$ cat src/rtl/bus_src_select_reg_if.sv
// Handshake and bus bundle for the registered bus-source selector.
// slave is the selector's view; master is the driver/consumer side.
interface bus_src_select_reg_if #(
    parameter int WIDTH = 16,
    parameter int NSRC  = 16,
    parameter int SELW  = 5,
    parameter int ERRW  = 8
);
    logic [NSRC*WIDTH-1:0] src_flat;
    logic [WIDTH-1:0]      ext_data;
    logic [SELW-1:0]       sel;
    logic                  sel_valid;
    logic                  sel_ready;
    logic [WIDTH-1:0]      out_data;
    logic                  out_valid;
    logic                  out_ready;
    logic [SELW-1:0]       out_src;
    logic                  err;
    logic [ERRW-1:0]       err_cnt;

    modport slave (
        input  src_flat, ext_data, sel, sel_valid, out_ready,
        output sel_ready, out_data, out_valid, out_src, err, err_cnt
    );

    modport master (
        output src_flat, ext_data, sel, sel_valid, out_ready,
        input  sel_ready, out_data, out_valid, out_src, err, err_cnt
    );
endinterface

$ cat src/rtl/bus_src_select_reg.sv
// Registered bus-source selector with a one-entry output register,
// valid/ready backpressure and illegal-select error counting.
module bus_src_select_reg #(
    parameter int WIDTH     = 16,
    parameter int NSRC      = 16,
    parameter int SELW      = 5,
    parameter bit IDLE_HOLD = 1'b1,
    parameter int ERRW      = 8
) (
    input  logic clk,
    input  logic rst_n,
    bus_src_select_reg_if.slave bus
);
    typedef enum logic {
        EMPTY = 1'b0,
        FULL  = 1'b1
    } state_t;

    localparam logic [SELW-1:0] SEL_EXT = SELW'(NSRC + 1);

    state_t          state_q;
    logic [WIDTH-1:0] data_q;
    logic [SELW-1:0]  src_q;
    logic             err_q;
    logic [ERRW-1:0]  cnt_q;

    logic             sel_ready;
    logic             accept;
    logic             sel_wait;
    logic             sel_legal;
    logic             sel_illegal;
    logic [WIDTH-1:0] mux_d;

    assign sel_ready   = (state_q == EMPTY) || bus.out_ready;
    assign accept      = bus.sel_valid && sel_ready;
    assign sel_wait    = (bus.sel == '0);
    assign sel_legal   = !sel_wait && (bus.sel <= SEL_EXT);
    assign sel_illegal = !sel_wait && !sel_legal;

    // Compare against each code so no out-of-range index is ever formed
    always_comb begin
        mux_d = bus.ext_data;
        for (int i = 0; i < NSRC; i++) begin
            if (bus.sel == SELW'(i + 1)) begin
                mux_d = bus.src_flat[i*WIDTH +: WIDTH];
            end
        end
    end

    always_ff @(posedge clk or negedge rst_n) begin
        if (!rst_n) begin
            state_q <= EMPTY;
            data_q  <= '0;
            src_q   <= '0;
            err_q   <= 1'b0;
            cnt_q   <= '0;
        end else begin
            err_q <= 1'b0;
            if (accept && sel_legal) begin
                state_q <= FULL;
                data_q  <= mux_d;
                src_q   <= bus.sel;
            end else if (state_q == FULL && bus.out_ready) begin
                state_q <= EMPTY;
                if (!IDLE_HOLD) data_q <= '0;
            end else if (state_q == EMPTY && !IDLE_HOLD) begin
                data_q <= '0;
            end
            if (accept && sel_illegal) begin
                err_q <= 1'b1;
                if (cnt_q != '1) cnt_q <= cnt_q + 1'b1;
            end
        end
    end

    assign bus.sel_ready = sel_ready;
    assign bus.out_valid = (state_q == FULL);
    assign bus.out_data  = data_q;
    assign bus.out_src   = src_q;
    assign bus.err       = err_q;
    assign bus.err_cnt   = cnt_q;
endmodule
$ cat src/flat_wrapper.sv
// flat-port wrapper written by rule: the top's interface ports become plain ports
module bus_src_select_reg_flat 
#(
    parameter int WIDTH     = 16,
    parameter int NSRC      = 16,
    parameter int SELW      = 5,
    parameter bit IDLE_HOLD = 1'b1,
    parameter int ERRW      = 8
)
  (clk, rst_n, bus_src_flat, bus_ext_data, bus_sel, bus_sel_valid, bus_out_ready, bus_sel_ready, bus_out_data, bus_out_valid, bus_out_src, bus_err, bus_err_cnt);
  bus_src_select_reg_if #(.WIDTH(WIDTH), .NSRC(NSRC), .SELW(SELW), .ERRW(ERRW)) bus_i ();
  input  logic clk;
  input  logic rst_n;
  input wire logic [$bits(bus_i.src_flat)-1:0] bus_src_flat;
  input wire logic [$bits(bus_i.ext_data)-1:0] bus_ext_data;
  input wire logic [$bits(bus_i.sel)-1:0] bus_sel;
  input wire logic [$bits(bus_i.sel_valid)-1:0] bus_sel_valid;
  input wire logic [$bits(bus_i.out_ready)-1:0] bus_out_ready;
  output wire logic [$bits(bus_i.sel_ready)-1:0] bus_sel_ready;
  output wire logic [$bits(bus_i.out_data)-1:0] bus_out_data;
  output wire logic [$bits(bus_i.out_valid)-1:0] bus_out_valid;
  output wire logic [$bits(bus_i.out_src)-1:0] bus_out_src;
  output wire logic [$bits(bus_i.err)-1:0] bus_err;
  output wire logic [$bits(bus_i.err_cnt)-1:0] bus_err_cnt;
  assign bus_i.src_flat = bus_src_flat;
  assign bus_i.ext_data = bus_ext_data;
  assign bus_i.sel = bus_sel;
  assign bus_i.sel_valid = bus_sel_valid;
  assign bus_i.out_ready = bus_out_ready;
  assign bus_sel_ready = bus_i.sel_ready;
  assign bus_out_data = bus_i.out_data;
  assign bus_out_valid = bus_i.out_valid;
  assign bus_out_src = bus_i.out_src;
  assign bus_err = bus_i.err;
  assign bus_err_cnt = bus_i.err_cnt;
  bus_src_select_reg #(.WIDTH(WIDTH), .NSRC(NSRC), .SELW(SELW), .IDLE_HOLD(IDLE_HOLD), .ERRW(ERRW)) u_core (.clk(clk), .rst_n(rst_n), .bus(bus_i));
endmodule
$ cat config.mk
export PLATFORM = sky130hd
export DESIGN_NAME = bus_src_select_reg_flat
export DESIGN_NICKNAME = d
export VERILOG_FILES = /design/src/rtl/bus_src_select_reg_if.sv /design/src/rtl/bus_src_select_reg.sv /design/src/flat_wrapper.sv
export SDC_FILE = /design/constraint.sdc
export NUM_CORES = 1
export LEC_CHECK = 0
export CELL_PAD_IN_SITES_DETAIL_PLACEMENT = 0
export CELL_PAD_IN_SITES_GLOBAL_PLACEMENT = 1
export CORE_ASPECT_RATIO = 0.9
export CORE_MARGIN = 1.5
export CORE_UTILIZATION = 21
export DETAILED_ROUTE_END_ITERATION = 6
export PLACE_DENSITY = 0.76
export SLEW_MARGIN = 20
export SYNTH_ARGS = -nofsm -noshare
export SYNTH_HDL_FRONTEND = slang
export SYNTH_SLANG_ARGS = --single-unit
export TNS_END_PERCENT = 30
$ cat constraint.sdc
create_clock -name clk -period 1.91 [get_ports clk]
set_input_delay 0.2865 -clock clk [delete_from_list [all_inputs] [get_ports clk]]
set_output_delay 0.2865 -clock clk [all_outputs]
set_load 0.005 [all_outputs]
==> run summary, run 1 <==
The run finished with clean final reports. The static leakage came out at 3.62 nW. The final worst-path cycle share was 0.979; the number of max-slew violations in the final report was 0. The simple-gate share of the synthesized area was 0.275; the global-route wire length before repair was 38900 um. The initial antenna violation count is 3. The run gives 0 as the final hold violation count. The floorplan step defined a die boundary enclosing 0.0209 mm^2. The first TritonRoute pass finished after 5 iterations. The clock reaches the later pin of the worst-skew pair after 280 ps. The multiplexer share of the synthesized area was 0.0246; the portion of synthesized cell area occupied by the leading cell type was 0.184.

For the total via count after detailed routing, the log shows 6611. The finished cells cover 0.00917 mm^2. The tools report the total of hold buffers inserted after clock tree synthesis as 0. The number of distinct library cells after synthesis was 72; the depth of the CTS H-tree was 2.

The post-synthesis async set-or-reset flop share came out at 1.00. The run gives 581 as the gate count of the mapped netlist. The worst setup path is captured at a register. Startpoint type of the worst setup path: an input pin.

Cell with the most instances after synthesis: sky130_fd_sc_hd__a21oi_1. Buffers placed on the I/O ports in this run total 312. The worst-case IR drop observed on VDD is 226 uV. For the number of global-route vias before repair, the log shows 6782. The xor and xnor area share after synthesis was 0.0145; the clock transition at the registers of the reported paths was 60 ps.

The setup path with the least slack is of type in2reg. Max-cap violations in this run came to 0. TritonCTS built the clock tree. The tools report the number of placed I/O pins as 313. The average cell area after synthesis came out at 7.26 um^2. The floorplan has 48 rows. Setup repair after global routing could not meet its margin everywhere.

The most used flip-flop cell after synthesis is sky130_fd_sc_hd__dfrtp_1. For the pin with the worst max-slew slack, the measured transition is 801 ps. The ratio of routed vias to standard cells was 5.30; the register bit count reported by yosys was 31. The mean routed wirelength per cell works out to 21.0 um. Static timing analysis puts the maximum clock frequency at 0.535 GHz. Data on the critical path is required at its endpoint by 2060 ps. Detailed placement ended at an HPWL of 21600 um.

The core region is 0.0194 mm^2. For the synthesized netlist net count, the log shows 863. For the portion of the post-synthesis area used by sequential elements, the log shows 0.184. The run gives 0.462 as the max-slew headroom at the worst pin.

Power density over the cells: 440 mW/mm^2. The longest clock path from root to sink contains 2 buffers. The highest fanout seen on the critical path is 19, and the signal arrival time at the worst endpoint is 2020 ps.

Compared with the post-synthesis result, the final layout area differs by 118%. At the end of routability-driven placement, the weighted congestion stood at 0.930. By area, the combinational part of the netlist is dominated by compound AO/OA/AOI/OAI gates. The complex-gate fraction of the synthesized area is 0.421.

The tools report the overall routed net length as 26200 um. From bottom edge to top edge, the die measures 137 um. The clock arrives with 4.46 ps of skew. The net count of the finished layout is 1277. Total congestion overflow after global routing: 0. The kind of path behind the tightest hold check is in2async. For the netlist area before placement, the log shows 0.00422 mm^2.

The run gives 0.243 as the overall track demand over capacity in global routing. After detailed routing, the number of remaining DRC violations is 0. Entering global routing, the biggest net connects 32 pins. The placed instances occupy a cell area of 0.00849 mm^2. Library cell with the largest summed area after synthesis: sky130_fd_sc_hd__dfrtp_1. The total of warnings raised by yosys was 0. The effective utilization at floorplan was 0.217; the number of buffers inserted during clock tree synthesis was 5. Total power for the finished layout comes to 4.04 mW. The fraction of final layout cells with drive strength greater than 1 works out to 0.244. The run gives 0 as the remaining number of nets flagged by the antenna check after routing. The detailed router finished its first iteration with 448 violations.

The tools report the clock root buffer master as sky130_fd_sc_hd__clkbuf_16. Count of flip-flops with a built-in enable after synthesis: 0. The share of synthesized cell area in full adder, half adder and majority cells came out at 0.00297. The clock net in this run drives a total of 31 sinks. Measured along the x axis, the die boundary spans 152 um.

The commonest cells after synthesis are 54 x sky130_fd_sc_hd__a21oi_1, 52 x sky130_fd_sc_hd__nand2_1, 40 x sky130_fd_sc_hd__o22ai_1. The time the final worst path needs with I/O delays and setup came out at 1870 ps. Setup violations remaining at the end of the flow were counted as 0.

By area the synthesized netlist is led by sky130_fd_sc_hd__dfrtp_1 18%, sky130_fd_sc_hd__a21oi_1 6.4%, sky130_fd_sc_hd__o22ai_1 5.9%, sky130_fd_sc_hd__nand2_1 4.6%, sky130_fd_sc_hd__a222oi_1 4.0%.
## layout make-up
type,instances,area [um^2]
clock inverter,2,35.0
inverter,13,48.8
clock buffer,6,139
multi-input combinational,483,3450
tap,250,313
fill,1923,10200
sequential,31,776
timing repair buffer,461,4410
antenna,2,5.00
## per-layer routing
layer  up-vias  GRT usage  part of all wire
met4         2     0.0696             0.026
li1       3132          -                 -
met1      3088      0.311              0.42
met5         -          0           0.00050
met3        38     0.0510             0.086
met2       351      0.412              0.47
## cells in the final DEF (no fill, tap or decap), drive strengths merged, types with 4 or more instances in the layout
cell type and count:
a211oi 7, a21boi 12, a21oi 54, a221oi 10, a222oi 17, a22o 4
a22oi 7, a31oi 15, a32o 5, and3 5, buf 151, clkbuf 9
clkdlybuf4s50 306, dfrtp 31, inv 13, mux2i 7, nand2 52, nand2b 18
nand3 15, nand3b 14, nand4 12, nor2 33, nor2b 5, nor3 22
nor3b 4, o21ai 37, o21bai 12, o221ai 8, o22ai 40, o31ai 8
or2 4, or3 10, or3b 4, xnor2 6
## critical path, stage by stage
cell                       delay, ps
sky130_fd_sc_hd__clkbuf_4        180
sky130_fd_sc_hd__buf_6           170
sky130_fd_sc_hd__buf_12          150
sky130_fd_sc_hd__or3_1           380
sky130_fd_sc_hd__a222oi_1        410
sky130_fd_sc_hd__nand4_1         190
sky130_fd_sc_hd__nand3_2         150
sky130_fd_sc_hd__a31oi_1          90
## path summary, 6_finish.rpt
path                                                    from                             endpoint  slack [ps]  cells past startpoint
max                                               bus_sel[1]   u_core.bus.out_data[5]$_DFFE_PN0P_          40                      8
min                                                    rst_n    u_core.bus.err_cnt[4]$_DFFE_PN0P_          90                      1
max reg2reg                u_core.bus.err_cnt[0]$_DFFE_PN0P_    u_core.bus.err_cnt[1]$_DFFE_PN0P_         150                      5
min reg2reg                u_core.bus.out_src[0]$_DFFE_PN0P_    u_core.bus.out_src[0]$_DFFE_PN0P_         480                      2
max in group asynchronous                              rst_n  u_core.bus.out_data[14]$_DFFE_PN0P_        1310                      1
min in group clk           u_core.bus.out_src[0]$_DFFE_PN0P_    u_core.bus.out_src[0]$_DFFE_PN0P_         480                      2
## repair_timing
item,4_1_cts,5_1_grt
setup endpoints to repair,21,16
resized for setup,68,36
pin swaps,27,19
buffers inserted,10,3
gates cloned,2,0
## through the flow
step / cells / setup TNS [ps] / hold WS (ps) / worst slack (ps) / utilization
2_1_floorplan: 581 / 0 / -9.09 / 2.20 / -
3_3_place_gp: 1228 / -13760 / 403 / -739 / 0.438
3_5_place_dp: 1228 / -13750 / 407 / -737 / 0.438
4_1_cts: 1243 / 0 / 116 / 12.9 / 0.464
5_1_grt: 1246 / -23.1 / 159 / -20.3 / 0.473
6_report: 1248 / 0 / 94.4 / 40.7 / 0.473
## registers in the layout, indices dropped and copies added, names as in the netlist
signal                count
u_core.bus.err_cnt        8
u_core.bus.out_data      16
u_core.bus.out_valid      1
u_core.bus.err            1
u_core.bus.out_src        5
## cells by family after synthesis
logic type / after synthesis
AOI/OAI and AO/OA: 257
and+or+nand+nor: 208
buffers and inverters: 67
DFF: 31
muxes: 10
xor gates and xnor gates: 7
adders and majority gates: 1
## power by group
part / total [mW] / switching (mW) / internal, mW
Combinational: 2.13 / 0.801 / 1.33
Clock: 0.961 / 0.312 / 0.649
Sequential: 0.948 / 0.136 / 0.812
Note: power is estimated with default switching activity, not from simulation.
==> run 2, diff against run 1 <==
- CORE_AREA: default -> 2 2 121 123
- CORE_ASPECT_RATIO: 0.9 -> default
- CORE_MARGIN: 1.5 -> default
- CORE_UTILIZATION: 21 -> default
- DIE_AREA: default -> 0 0 123 125
- DONT_BUFFER_PORTS: default -> 1
- PLACE_DENSITY: 0.76 -> 0.59
- TNS_END_PERCENT: 30 -> default
==> run 2 against run 1 <==
The run now ends with DRC left. Worst setup slack better by 60 ps. Core utilization down 13 points. Combinational power down 57%. Critical path depth down 2. Critical path type unchanged. Largest power group is now sequential cells.
==> run summary, run 2 (same netlist as run 1, synthesis figures left out) <==
Final weighted congestion of routability-driven global placement: 0.921. The transition at the pin with the smallest max-transition slack was 700 ps; the max-cap check violation count was 0. For the part of the power in the clock network, the log shows 0.335. The die is 125 um tall.

In this run the worst path has a maximum fanout of 20. The critical path is of the in2reg type. In the layout the commonest cells are 57 x sky130_fd_sc_hd__buf_4, 54 x sky130_fd_sc_hd__a21oi_1, 51 x sky130_fd_sc_hd__nand2_1. Summed over all nets, the switching power comes to 943 uW. The count of unresolved DRC violations after routing came out at 13. TritonCTS built the clock tree. For the achievable clock frequency, the log shows 0.553 GHz. For the maximum ir drop on the vdd rail, the log shows 273 uV. After clock tree synthesis, the clock-pin slew on the worst setup and hold paths is 50 ps. For the number of placed I/O pins, the log shows 313.

For the number of buffers inserted during clock tree synthesis, the log shows 5. Setup repair after global routing left no endpoint under its margin. The clock tree buffer depth is 2. After detailed routing, the number of vias per cell comes to 6.58. Counting both buffers and inverters, the worst setup path holds a total of 0. The flow ran to the end, but the final reports show violations. Input and output buffers added on the ports amount to 0. The clock tree synthesis step divided the H-tree into 2 levels. The fraction of final layout cells with drive strength greater than 1 is 0.166, and the overall track demand over capacity in global routing is 0.276. Relative to the synthesized area, the layout overhead comes to 16.4%.

The tools report the endpoint class of the critical path as a register. The initial antenna violation count was 3; the number of global-route vias before repair was 5208. The width of the die came out at 123 um. For the sequential share of power, the log shows 0.345. The first global-routing pass estimated 32100 um of wire. The proportion of total power due to net switching came out at 0.332. The later pin in the worst-skew pair is clocked with a latency of 280 ps. Fill cells in the final layout number 1532. The power density over the cells came out at 578 mW/mm^2. The max-slew headroom at the worst pin was 0.532; the total via count after detailed routing was 5158. The overall routed net length was 22100 um; the final hold violation count was 0. The number of max-slew violations in the final report is 0.

The mean routed wirelength per cell works out to 28.2 um. STA classifies the critical path startpoint as an input pin. The net total in the final layout was 879. Grouping stages by cell kind, the critical path spends the most delay in simple AND/OR/NAND/NOR gates. Before antenna repair, the detailed router went through 7 iterations.

The standard cell core area is 0.0142 mm^2. Remaining number of nets flagged by the antenna check after routing: 0. Die outline area: 0.0154 mm^2. The analysis attributes to cell leakage a power of 1.80 nW. Summed over all nets, the half-perimeter wirelength after detailed placement is 17500 um. The signal arrival time at the worst endpoint is 2010 ps, and the count of standard-cell rows is 44. The combinational group share of total power was 0.320; the time the final worst path needs with I/O delays and setup was 1810 ps.

The critical path data required time is 2110 ps. The library cell used most frequently in the layout, excluding fill and tap cells, is sky130_fd_sc_hd__buf_4. The longest individual stage delay on the worst path is 560 ps.

The tools report the clock net sink count as 31. Entering global routing, the biggest net connects 80 pins. The final reports fail on DRC. The internal power of the cells is 1.89 mW. Among all stages on the critical path, the largest delay is contributed by sky130_fd_sc_hd__or3b_1. The register with the most flip-flops in the layout has 16 of them.

The final-layout setup total negative slack came out at 0 ps. The signal on the critical path passes through or3b_1, nor3_1, a31oi_1, a211oi_1, o221ai_1, a21oi_1. The clock tree skew after final layout is 1.59 ps. The tools report the number of design-rule violations left by the first detailed-router iteration as 464.

Overall power consumption after layout is estimated at 2.84 mW. The kind of path behind the tightest hold check is in2reg. The final worst-path cycle share was 0.947; the effective utilization at floorplan was 0.297. The total setup violations reported at the end of the flow came out at 0. The tools report the clock root buffer master as sky130_fd_sc_hd__clkbuf_16.

Summed over all layers, the global routing overflow is 0.
[run 2: cell types whose count changed in the layout (fill, tap and decap cells not counted), moves of 7 or more]
cell	delta
sky130_fd_sc_hd__clkdlybuf4s50_1	-306
sky130_fd_sc_hd__buf_6	-19
sky130_fd_sc_hd__buf_4	-64
sky130_fd_sc_hd__nand3_2	-7
sky130_fd_sc_hd__nand3_1	+7
[run 2: per-layer routing]
layer	wire, um	up-vias	global-route usage
met5	0	-	0
met4	496	0	0.0709
met3	2200	42	0.0753
met2	10700	328	0.471
met1	8770	2469	0.340
li1	-	2319	-
[run 2: worst paths after layout]
kind,startpoint,to,slack [ps],depth (start not counted)
setup reg to reg,u_core.bus.err_cnt[1]$_DFFE_PN0P_,u_core.bus.err_cnt[1]$_DFFE_PN0P_,150,5
min in group asynchronous,rst_n,u_core.bus.err_cnt[4]$_DFFE_PN0P_,450,2
hold / removal,bus_sel[2],u_core.bus.out_src[2]$_DFFE_PN0P_,140,2
hold reg to reg,u_core.bus.out_src[0]$_DFFE_PN0P_,u_core.bus.out_src[0]$_DFFE_PN0P_,520,2
setup / recovery,bus_sel[3],u_core.bus.out_data[7]$_DFFE_PN0P_,100,6
max in group asynchronous,rst_n,u_core.bus.out_data[5]$_DFFE_PN0P_,1270,2
[run 2: what timing repair did]
item,CTS,global route
setup buffers,0,3
resized for setup,1,4
hold buffers,2,0
endpoints found under the hold margin,31,0
endpoints found under the setup margin,4,7
pin swaps,0,2
[run 2: area by class of cell]
cell class / instances / area, um^2 / share of cell area
tap: 184 / 230 / 0.0469
sequential: 31 / 776 / 0.158
multi-input combinational: 483 / 3140 / 0.639
antenna: 2 / 5.00 / 0.00102
inverter: 13 / 48.8 / 0.00994
timing repair buffer: 63 / 538 / 0.110
clock inverter: 2 / 35.0 / 0.00714
clock buffer: 6 / 139 / 0.0283
[run 2: power groups by stage]
stage,Clock [mW],Combinational (mW),Sequential (mW)
finish,0.951,0.908,0.979
global route,1.00,1.00,1.00
CTS,0.972,0.899,0.981
detailed placement,0,0.872,0.992
global placement,0,0.857,0.983
floorplan,0,0.648,0.942
[run 2: stage by stage]
step                cells  setup WS [ps]  utilization  hold WS [ps]  area [um^2]
floorplan             581           2.20            -         -9.09         4220
global placement      769           -365        0.328         -8.43         4650
detailed placement    769           -423        0.328         -8.36         4650
CTS                   779           86.7        0.342           121         4860
global route          784           44.0        0.345           143         4910
finish                784            100        0.345           137         4910
